[src/rtl/clock_enable_generator.sv]
`default_nettype none
// ============================================================================
// Module   : clock_enable_generator
// Purpose  : Synchronous clock-enable source. One free-running counter gives
//            STAGES power-of-two divided clocks, each with a registered
//            rising-edge strobe, plus a runtime-programmable divide-by-N
//            tick whose divisor is swapped only at a period boundary.
// Options  : CLKGEN_SYNC_EN adds a sync_i input that realigns all counters.
// Revision : 1.0 - initial release
// ============================================================================
module clock_enable_generator #(
  parameter int STAGES    = 3,
  parameter int DIV_W     = 8,
  parameter int DIV_RESET = 4
) (
  input  logic              clock_i,
  input  logic              reset_i,
`ifdef CLKGEN_SYNC_EN
  input  logic              sync_i,
`endif
  input  logic              enable_i,
  input  logic              div_load_i,
  input  logic [DIV_W-1:0]  div_value_i,
  output logic              div_ack_o,
  output logic              div_pending_o,
  output logic [STAGES-1:0] count_o,
  output logic [STAGES-1:0] clock_div_o,
  output logic [STAGES-1:0] tick_div_o,
  output logic              prog_tick_o
);

  localparam logic [DIV_W-1:0] c_div_reset = DIV_W'(DIV_RESET);
  localparam logic [DIV_W-1:0] c_div_one   = DIV_W'(1);

  // Architectural state
  logic [STAGES-1:0] count_q,    count_d;
  logic [STAGES-1:0] tick_div_q, tick_div_d;
  logic [DIV_W-1:0]  prog_cnt_q, prog_cnt_d;
  logic [DIV_W-1:0]  div_q,      div_d;
  logic [DIV_W-1:0]  pend_val_q, pend_val_d;
  logic              pending_q,  pending_d;
  logic              prog_tick_q, prog_tick_d;
  logic              ack_q,      ack_d;

  logic [STAGES-1:0] w_count_inc;
  logic [STAGES-1:0] w_tick_rise;
  logic              w_div_zero;
  logic              w_tc;
  logic              w_sync;

`ifdef CLKGEN_SYNC_EN
  assign w_sync = sync_i;
`else
  assign w_sync = 1'b0;
`endif

  assign w_count_inc = count_q + STAGES'(1);
  assign w_div_zero  = (div_q == '0);
  // Terminal count only exists for a non-zero divisor
  assign w_tc        = !w_div_zero && (prog_cnt_q == (div_q - c_div_one));

  // A divided clock bit rises exactly where the increment sets a bit that was clear
  for (genvar k = 0; k < STAGES; k++) begin : g_tick_rise
    assign w_tick_rise[k] = w_count_inc[k] & ~count_q[k];
  end

  // Next-state logic for the counters, strobes and divisor handshake
  always_comb begin
    count_d     = count_q;
    tick_div_d  = '0;
    prog_cnt_d  = prog_cnt_q;
    div_d       = div_q;
    pend_val_d  = pend_val_q;
    pending_d   = pending_q;
    prog_tick_d = 1'b0;
    ack_d       = 1'b0;

    // Loads are always captured; a later capture overwrites an earlier one
    if (div_load_i) begin
      pend_val_d = div_value_i;
      pending_d  = 1'b1;
    end

    if (w_sync) begin
      // Realignment wins over everything; any load waits for a later boundary
      count_d    = '0;
      prog_cnt_d = '0;
    end else if (enable_i) begin
      count_d    = w_count_inc;
      tick_div_d = w_tick_rise;
      if (w_div_zero) begin
        // Divider idle: no period to finish, so a captured load goes live now
        prog_cnt_d = '0;
        if (pending_q) begin
          div_d     = pend_val_q;
          ack_d     = 1'b1;
          pending_d = div_load_i;
        end
      end else if (w_tc) begin
        prog_cnt_d  = '0;
        prog_tick_d = 1'b1;
        if (div_load_i) begin
          // Load arriving on the boundary itself bypasses the pending stage
          div_d     = div_value_i;
          ack_d     = 1'b1;
          pending_d = 1'b0;
        end else if (pending_q) begin
          div_d     = pend_val_q;
          ack_d     = 1'b1;
          pending_d = 1'b0;
        end
      end else begin
        prog_cnt_d = prog_cnt_q + c_div_one;
      end
    end
  end

  // State registers with asynchronous reset
  always_ff @(posedge clock_i or posedge reset_i) begin
    if (reset_i) begin
      count_q     <= '0;
      tick_div_q  <= '0;
      prog_cnt_q  <= '0;
      div_q       <= c_div_reset;
      pend_val_q  <= '0;
      pending_q   <= 1'b0;
      prog_tick_q <= 1'b0;
      ack_q       <= 1'b0;
    end else begin
      count_q     <= count_d;
      tick_div_q  <= tick_div_d;
      prog_cnt_q  <= prog_cnt_d;
      div_q       <= div_d;
      pend_val_q  <= pend_val_d;
      pending_q   <= pending_d;
      prog_tick_q <= prog_tick_d;
      ack_q       <= ack_d;
    end
  end

  // All outputs come straight from flops
  assign count_o       = count_q;
  assign clock_div_o   = count_q;
  assign tick_div_o    = tick_div_q;
  assign prog_tick_o   = prog_tick_q;
  assign div_ack_o     = ack_q;
  assign div_pending_o = pending_q;

endmodule
`default_nettype wire
[config.mk]
export PLATFORM = sky130hd
export DESIGN_NAME = clock_enable_generator
export DESIGN_NICKNAME = d
export VERILOG_FILES = /design/src/rtl/clock_enable_generator.sv
export SDC_FILE = /design/constraint.sdc
export NUM_CORES = 1
export LEC_CHECK = 0
export CORE_ASPECT_RATIO = 0.6
export CORE_MARGIN = 3
export CORE_UTILIZATION = 45
export DETAILED_ROUTE_END_ITERATION = 7
export GPL_ROUTABILITY_DRIVEN = 0
export PLACE_DENSITY = 0.77
export SLEW_MARGIN = 25
export SYNTH_ARGS = -nofsm -noshare
export SYNTH_HDL_FRONTEND = slang
export SYNTH_SLANG_ARGS = --single-unit
[constraint.sdc]
create_clock -name clock_i -period 6.91 [get_ports clock_i]
set_clock_uncertainty 0.2 [all_clocks]
set_input_delay 1.382 -clock clock_i [delete_from_list [all_inputs] [get_ports clock_i]]
set_output_delay 1.382 -clock clock_i [all_outputs]
set_load 0.01 [all_outputs]
==> implementation parameters, run 1 <==
Parameter                              Value

Critical path
  Critical Setup Path Class    in -> reg
  Number of cells on the worst reg-to-reg path    8
  Worst-path maximum fanout    25
  Crit path required time    approximately 6800 ps
  Critical path startpoint category    input port
  Startpoint of the worst-slack reg-to-reg timing path    div_q[0]
  Setup slack of the most critical reg-to-reg path    just over 4000 ps
  CP arrival    about 3300 ps
  Kind of capture point of the worst setup path    flop
  Critical register-to-register path endpoint    div_q[7]

Finish
  Commonest cells after routing, fill and taps aside    sky130_fd_sc_hd__dfrtp_1 (32), sky130_fd_sc_hd__clkdlybuf4s50_1 (23), sky130_fd_sc_hd__a21oi_1 (18), sky130_fd_sc_hd__and3_1 (12), sky130_fd_sc_hd__xor2_1 (10)
  Total Nets Final    200
  Final instance count without filler cells    ~230
  Diodes inserted    0
  FILL cells    between 200 and 300
  Layout cell share with drive strength beyond 1    13.1%
  Area added between synthesis and finish    19.9%
  Most common cell after layout, fill and taps aside    sky130_fd_sc_hd__dfrtp_1

Synth
  Flip-flop and latch count after synthesis    33
  Share of the yosys chip area belonging to registers    around 48%
  Count of unique library cells instantiated by Yosys    35
  Synthesized instance count    161
  Average cell area after synthesis    10.7 um^2
  Warning count from the yosys run    0
  Cell Area, Synth    approximately 1700 um^2
  Syn_nets    approximately 180

STA
  Final critical-path setup slack    roughly 3600 ps
  Total count of hold-check failures in the final report    0
  RSZ-0062 raised after global routing    no
  Final worst path period need    approximately 3300 ps
  Final Max Slew Viols    0
  FMAX    301 MHz
  Actual transition at the worst max-transition pin    slightly below 900 ps
  Final number of setup-violating endpoints    0
  Final setup TNS    0 ps
  Final worst path period share    48.0%
  Slew Limit Headroom    41.6%

CTS
  Clock transition at the registers of the reported paths    70 ps
  Hold Buf Count CTS    0
  Number of sinks handled by clock tree synthesis    33
  Max H-tree Level    2
  TritonCTS clock tree    done
  Clock insertion delay at the later pin of the skew report    290 ps
  Number of post-CTS setup repair buffers    0
  Clock root buffer    sky130_fd_sc_hd__clkbuf_8
  Post-CTS sizing    0
  Maximum buffer depth of the clock tree    2
  Number of buffers created by CTS    5

Routing
  Final WL    around 3800 um
  TritonRoute pass-1 iters    4
  Total number of vias    roughly 1300
  Via density    5.71
  WL met1    between 1500 and 2000 um
  Met2 Wirelength    approximately 1600 um
  Met3 wire len    between 300 and 400 um
  Antenna-violating nets left    0
  Count of unresolved DRC violations after routing    0
  Routed length per instance    roughly 17 um
  First DRT Iteration DRCs    ~110
  Uppermost metal layer occupied by signal nets    met4

Floorplan
  Total core area    3460 um^2
  Die Height    about 54 um
  Top Ports    24
  Die width    86.0 um
  Number of placement rows    16
  Die area    around 4600 um^2
  Starting density of the core    between 40% and 50%

Global route
  Initial antenna violation count    0
  Global-route wire length before repair    ~6600 um
  Residual overflow from global routing    0
  Vias in the first global route    1314
  Maximum number of pins on one net before global-route repair    34
  Total global-route track usage    18.8%

Worst hold path
  Worst hold path class    reg -> reg
  Hold Path Sink    pend_val_q[5]
  Start point of the worst min-delay path    pend_val_q[5]
  Number of cells on the worst hold path    1

Flow run
  Number of maximum-capacitance violations    0

Place
  Pre-CTS setup slack    ~3300 ps
  Total of buffers placed on input and output ports    23
  HPWL after DPL    ~2800 um
  Placed cells    220

Power
  Maximum VDD drop    about 0.2 mV
  LEAKAGE    0.931 nW
  Power per cell area    between 300 and 400 nW/um^2

Status
  Run status    completed
[cell families (layout without fill, tap and decap cells)]
family | count (synthesis) | after routing | share of synthesized area, %
AO/OA/AOI/OAI | 35 | 35 | 13.9
buffers and inverters | 18 | 40 | 4.70
AND/OR/NAND/NOR | 45 | 45 | 15.8
flip-flops | 33 | 33 | 47.8
adder cells (fa/ha/maj) | 6 | 6 | 4.34
XOR/XNOR | 15 | 15 | 7.60
multiplexers | 9 | 9 | 5.86
[cells in the mapped netlist]
library cell                instances  area, um^2
sky130_fd_sc_hd__o31a_1             1        8.76
sky130_fd_sc_hd__mux2_2             9         101
sky130_fd_sc_hd__buf_4              3        22.5
sky130_fd_sc_hd__nand4_1            4        25.0
sky130_fd_sc_hd__ha_1               6        75.1
sky130_fd_sc_hd__and2_1             3        18.8
sky130_fd_sc_hd__and3_1            12        75.1
sky130_fd_sc_hd__buf_1              1        3.75
sky130_fd_sc_hd__nand2_1            6        22.5
sky130_fd_sc_hd__o211a_1            1        10.0
sky130_fd_sc_hd__dfrtp_1           32         801
sky130_fd_sc_hd__nor3_1             3        15.0
sky130_fd_sc_hd__o2bb2ai_1          9        78.8
sky130_fd_sc_hd__nor3b_1            1        7.51
sky130_fd_sc_hd__nor4_4             1        21.3
sky130_fd_sc_hd__a311oi_1           1        8.76
sky130_fd_sc_hd__nor4b_1            1        8.76
sky130_fd_sc_hd__clkbuf_1           4        15.0
sky130_fd_sc_hd__nand3b_1           1        7.51
sky130_fd_sc_hd__xnor2_1            5        43.8
sky130_fd_sc_hd__a21oi_1           18        90.1
sky130_fd_sc_hd__nor2b_1            1        6.26
sky130_fd_sc_hd__nor2_2             1        6.26
sky130_fd_sc_hd__o221ai_2           1        15.0
sky130_fd_sc_hd__inv_1              8        30.0
sky130_fd_sc_hd__nand2b_1           3        18.8
sky130_fd_sc_hd__nor2_1             6        22.5
sky130_fd_sc_hd__o21ai_2            1        8.76
sky130_fd_sc_hd__o31ai_1            1        7.51
sky130_fd_sc_hd__o22ai_1            2        12.5
sky130_fd_sc_hd__nand3_1            1        5.00
sky130_fd_sc_hd__xor2_1            10        87.6
sky130_fd_sc_hd__dfstp_2            1        26.3
sky130_fd_sc_hd__buf_2              2        10.0
sky130_fd_sc_hd__nor4_2             1        12.5
[how the worst max path moves through the flow]
stage	from	to
after global routing	enable_i	prog_cnt_q[7]
after global placement	enable_i	prog_cnt_q[7]
final	enable_i	prog_cnt_q[5]
after detailed placement	enable_i	prog_cnt_q[7]
after floorplan	div_load_i	div_q[0]
after CTS	enable_i	prog_cnt_q[7]
[state kept, by name, indices dropped and copies added (netlist names)]
name / flops
tick_div_o: 3
prog_cnt_q: 8
prog_tick_o: 1
clock_div_o: 3
div_pending_o: 1
div_q: 8
div_ack_o: 1
pend_val_q: 8
[metal layers]
metal	vias to the layer above	global-route usage, %
li1	615	-
met1	637	26.1
met2	40	27.2
met3	9	6.27
met4	0	7.11
met5	-	0
[where the power goes]
part           total [W]  switching, W  internal, W  leakage, nW
clock network   0.000161     0.0000713    0.0000900       0.0542
logic           0.000342      0.000174     0.000169        0.467
registers       0.000319     0.0000703     0.000248        0.410
total           0.000822      0.000315     0.000507        0.931
[worst max-delay path, stage by stage]
cell	delay [ps]
sky130_fd_sc_hd__clkdlybuf4s50_1	1040
sky130_fd_sc_hd__nand4_1	380
sky130_fd_sc_hd__nor2_1	240
sky130_fd_sc_hd__xnor2_1	140
sky130_fd_sc_hd__a21oi_1	50
[per-stage QoR]
| step | util, % | hold slack, ps | total power, W | cell area (um^2) |
|---|---|---|---|---|
| after floorplan | - | 272 | 0.000552 | 1730 |
| after global placement | 56.9 | 284 | 0.000641 | 1970 |
| after detailed placement | 56.9 | 293 | 0.000660 | 1970 |
| after CTS | 59.9 | 310 | 0.000823 | 2070 |
| after global routing | 59.9 | 328 | 0.000881 | 2070 |
| final | 59.9 | 306 | 0.000822 | 2070 |
[final cells by class]
| type | count | area, um^2 | area share, % |
|---|---|---|---|
| flip-flops and latches | 33 | 827 | 39.9 |
| well taps | 45 | 56.3 | 2.72 |
| inverters | 8 | 30.0 | 1.45 |
| clock buffers | 7 | 96.3 | 4.65 |
| repair buffers | 24 | 238 | 11.5 |
| clock inverters | 1 | 5.00 | 0.241 |
| multi-input cells | 110 | 821 | 39.6 |
No activity file was read; power rests on OpenSTA's default activity.
==> run 2: changes to the inputs <==
==> constraint.sdc (replaced) <==
create_clock -name clock_i -period 3.5 [get_ports clock_i]
set_clock_uncertainty 0.2 [all_clocks]
set_input_delay 0.7 -clock clock_i [delete_from_list [all_inputs] [get_ports clock_i]]
set_output_delay 0.7 -clock clock_i [all_outputs]
set_load 0.01 [all_outputs]
==> implementation parameters, run 2 (synthesis gave the netlist of run 1 again) <==
Parameter                              Value

Critical path
  Critical Setup Path Class    reg -> reg
  Slowest cell on crit path    sky130_fd_sc_hd__dfrtp_1
  CP arrival    roughly 2700 ps
  Max incr delay on CP    450 ps
  Crit path required time    3460 ps
  Critical path startpoint category    flop
  Cell chain of the critical path    inv_1, ha_1, nand2b_1, o211a_1, o31a_1, nor4_4, o221ai_2, o2bb2ai_1
  Worst-path maximum fanout    9
  Kind of capture point of the worst setup path    flop
  Setup slack of the most critical reg-to-reg path    about 810 ps
  Number of cells on the worst reg-to-reg path    8

Power
  Power per cell area    just under 800 nW/um^2
  Total Power    around 0.0016 W
  LEAKAGE    ~0.94 nW
  Maximum VDD drop    0.350 mV

Routing
  Via density    around 5.8
  TritonRoute pass-1 iters    4
  First DRT Iteration DRCs    between 100 and 150
  Antenna-violating nets left    0
  Total number of vias    1324
  Routed length per instance    roughly 16 um
  Count of unresolved DRC violations after routing    0
  Final WL    roughly 3800 um

Floorplan
  Top Ports    24
  Die width    86.0 um
  Total core area    roughly 3500 um^2
  Die Height    between 50 and 60 um
  Number of placement rows    16
  Die area    about 4600 um^2
  Starting density of the core    between 40% and 50%

CTS
  TritonCTS clock tree    done
  Hold Buf Count CTS    0
  Number of buffers created by CTS    5
  Max H-tree Level    2
  Clock insertion delay at the later pin of the skew report    290 ps
  Maximum buffer depth of the clock tree    2
  Number of post-CTS setup repair buffers    0
  Number of sinks handled by clock tree synthesis    33
  Clock root buffer    sky130_fd_sc_hd__clkbuf_8
  Clock transition at the registers of the reported paths    approximately 70 ps
  Post-CTS sizing    0

Finish
  Commonest cells after routing, fill and taps aside    sky130_fd_sc_hd__dfrtp_1 (32), sky130_fd_sc_hd__clkdlybuf4s50_1 (23), sky130_fd_sc_hd__a21oi_1 (18), sky130_fd_sc_hd__and3_1 (12), sky130_fd_sc_hd__xor2_1 (10)
  Most common cell after layout, fill and taps aside    sky130_fd_sc_hd__dfrtp_1
  Diodes inserted    0
  Leading registers by flop count    div_q (8), pend_val_q (8), prog_cnt_q (8)
  Area added between synthesis and finish    20.8%
  Total Nets Final    around 200
  Layout cell share with drive strength beyond 1    ~14%
  Final instance count without filler cells    230
  Core Util, Final    between 60% and 70%

Status
  Run status    completed

STA
  RSZ-0062 raised after global routing    no
  Slew Limit Headroom    ~65%
  Total count of hold-check failures in the final report    0
  Final Max Slew Viols    0
  Final setup TNS    0 ps
  Final number of setup-violating endpoints    0
  Actual transition at the worst max-transition pin    between 500 and 600 ps
  Final worst path period need    around 2700 ps
  Final worst path period share    76.9%
  FMAX    roughly 370 MHz

Global route
  Total global-route track usage    a little under a fifth
  Global-route wire length before repair    about 6400 um
  Vias in the first global route    between 1000 and 1500
  Residual overflow from global routing    0
  Initial antenna violation count    0
  Maximum number of pins on one net before global-route repair    34

Worst hold path
  Number of cells on the worst hold path    1
  Worst hold path class    reg -> reg

Place
  Total of buffers placed on input and output ports    23
  HPWL after DPL    ~2700 um
  Placed cells    ~220

Flow run
  Number of maximum-capacitance violations    0
## run 2: changes by cell type in the layout (fill, tap and decap cells not counted)
| cell | before | now |
|---|---|---|
| sky130_fd_sc_hd__buf_4 | 1 | 3 |
## run 2: final timing paths
kind | start | end
worst max-delay path | div_q[0] | div_q[4]
worst min register to register | pend_val_q[6] | pend_val_q[6]
worst max register to register | div_q[0] | div_q[4]
min in group asynchronous | reset_i | tick_div_o[0]
worst min-delay path | pend_val_q[6] | pend_val_q[6]
max in group asynchronous | reset_i | div_q[2]
## run 2: worst max-delay path: cells and delay by family, from the launching register on
| kind | cells | cell delay, ps |
|---|---|---|
| fa+ha+maj | 1 | 260 |
| flops | 1 | 450 |
| simple gates | 2 | 630 |
| buf+inv | 1 | 90 |
| compound gates | 4 | 920 |
## run 2: report_power, final
group	internal, W	switching (W)
combinational	0.000335	0.000329
clock	0.000178	0.000142
sequential	0.000490	0.000150
total	0.00100	0.000621
## run 2: per-stage QoR
| stage | cell area [um^2] | hold slack [ps] | setup slack [ps] |
|---|---|---|---|
| floorplan | 1730 | 272 | 1130 |
| global placement | 1990 | 283 | 942 |
| detailed placement | 1990 | 292 | 829 |
| CTS | 2090 | 307 | 815 |
| global route | 2090 | 323 | 651 |
| finish | 2090 | 305 | 808 |
## run 2: area by class of cell
cell class                 count  area, um^2
multi-input combinational    110         821
inverter                       8        30.0
clock inverter                 1        5.00
clock buffer                   7        96.3
sequential                    33         827
tap                           45        56.3
fill                         284        1380
timing repair buffer          26         253
## run 2: routing by layer
metal / GRT usage (%) / part of all wire, % / up-vias
li1: - / - / 617
met5: 0 / 0 / -
met4: 11.1 / 1.8 / 0
met1: 26.3 / 47 / 651
met2: 26.5 / 43 / 51
met3: 4.89 / 7.5 / 5
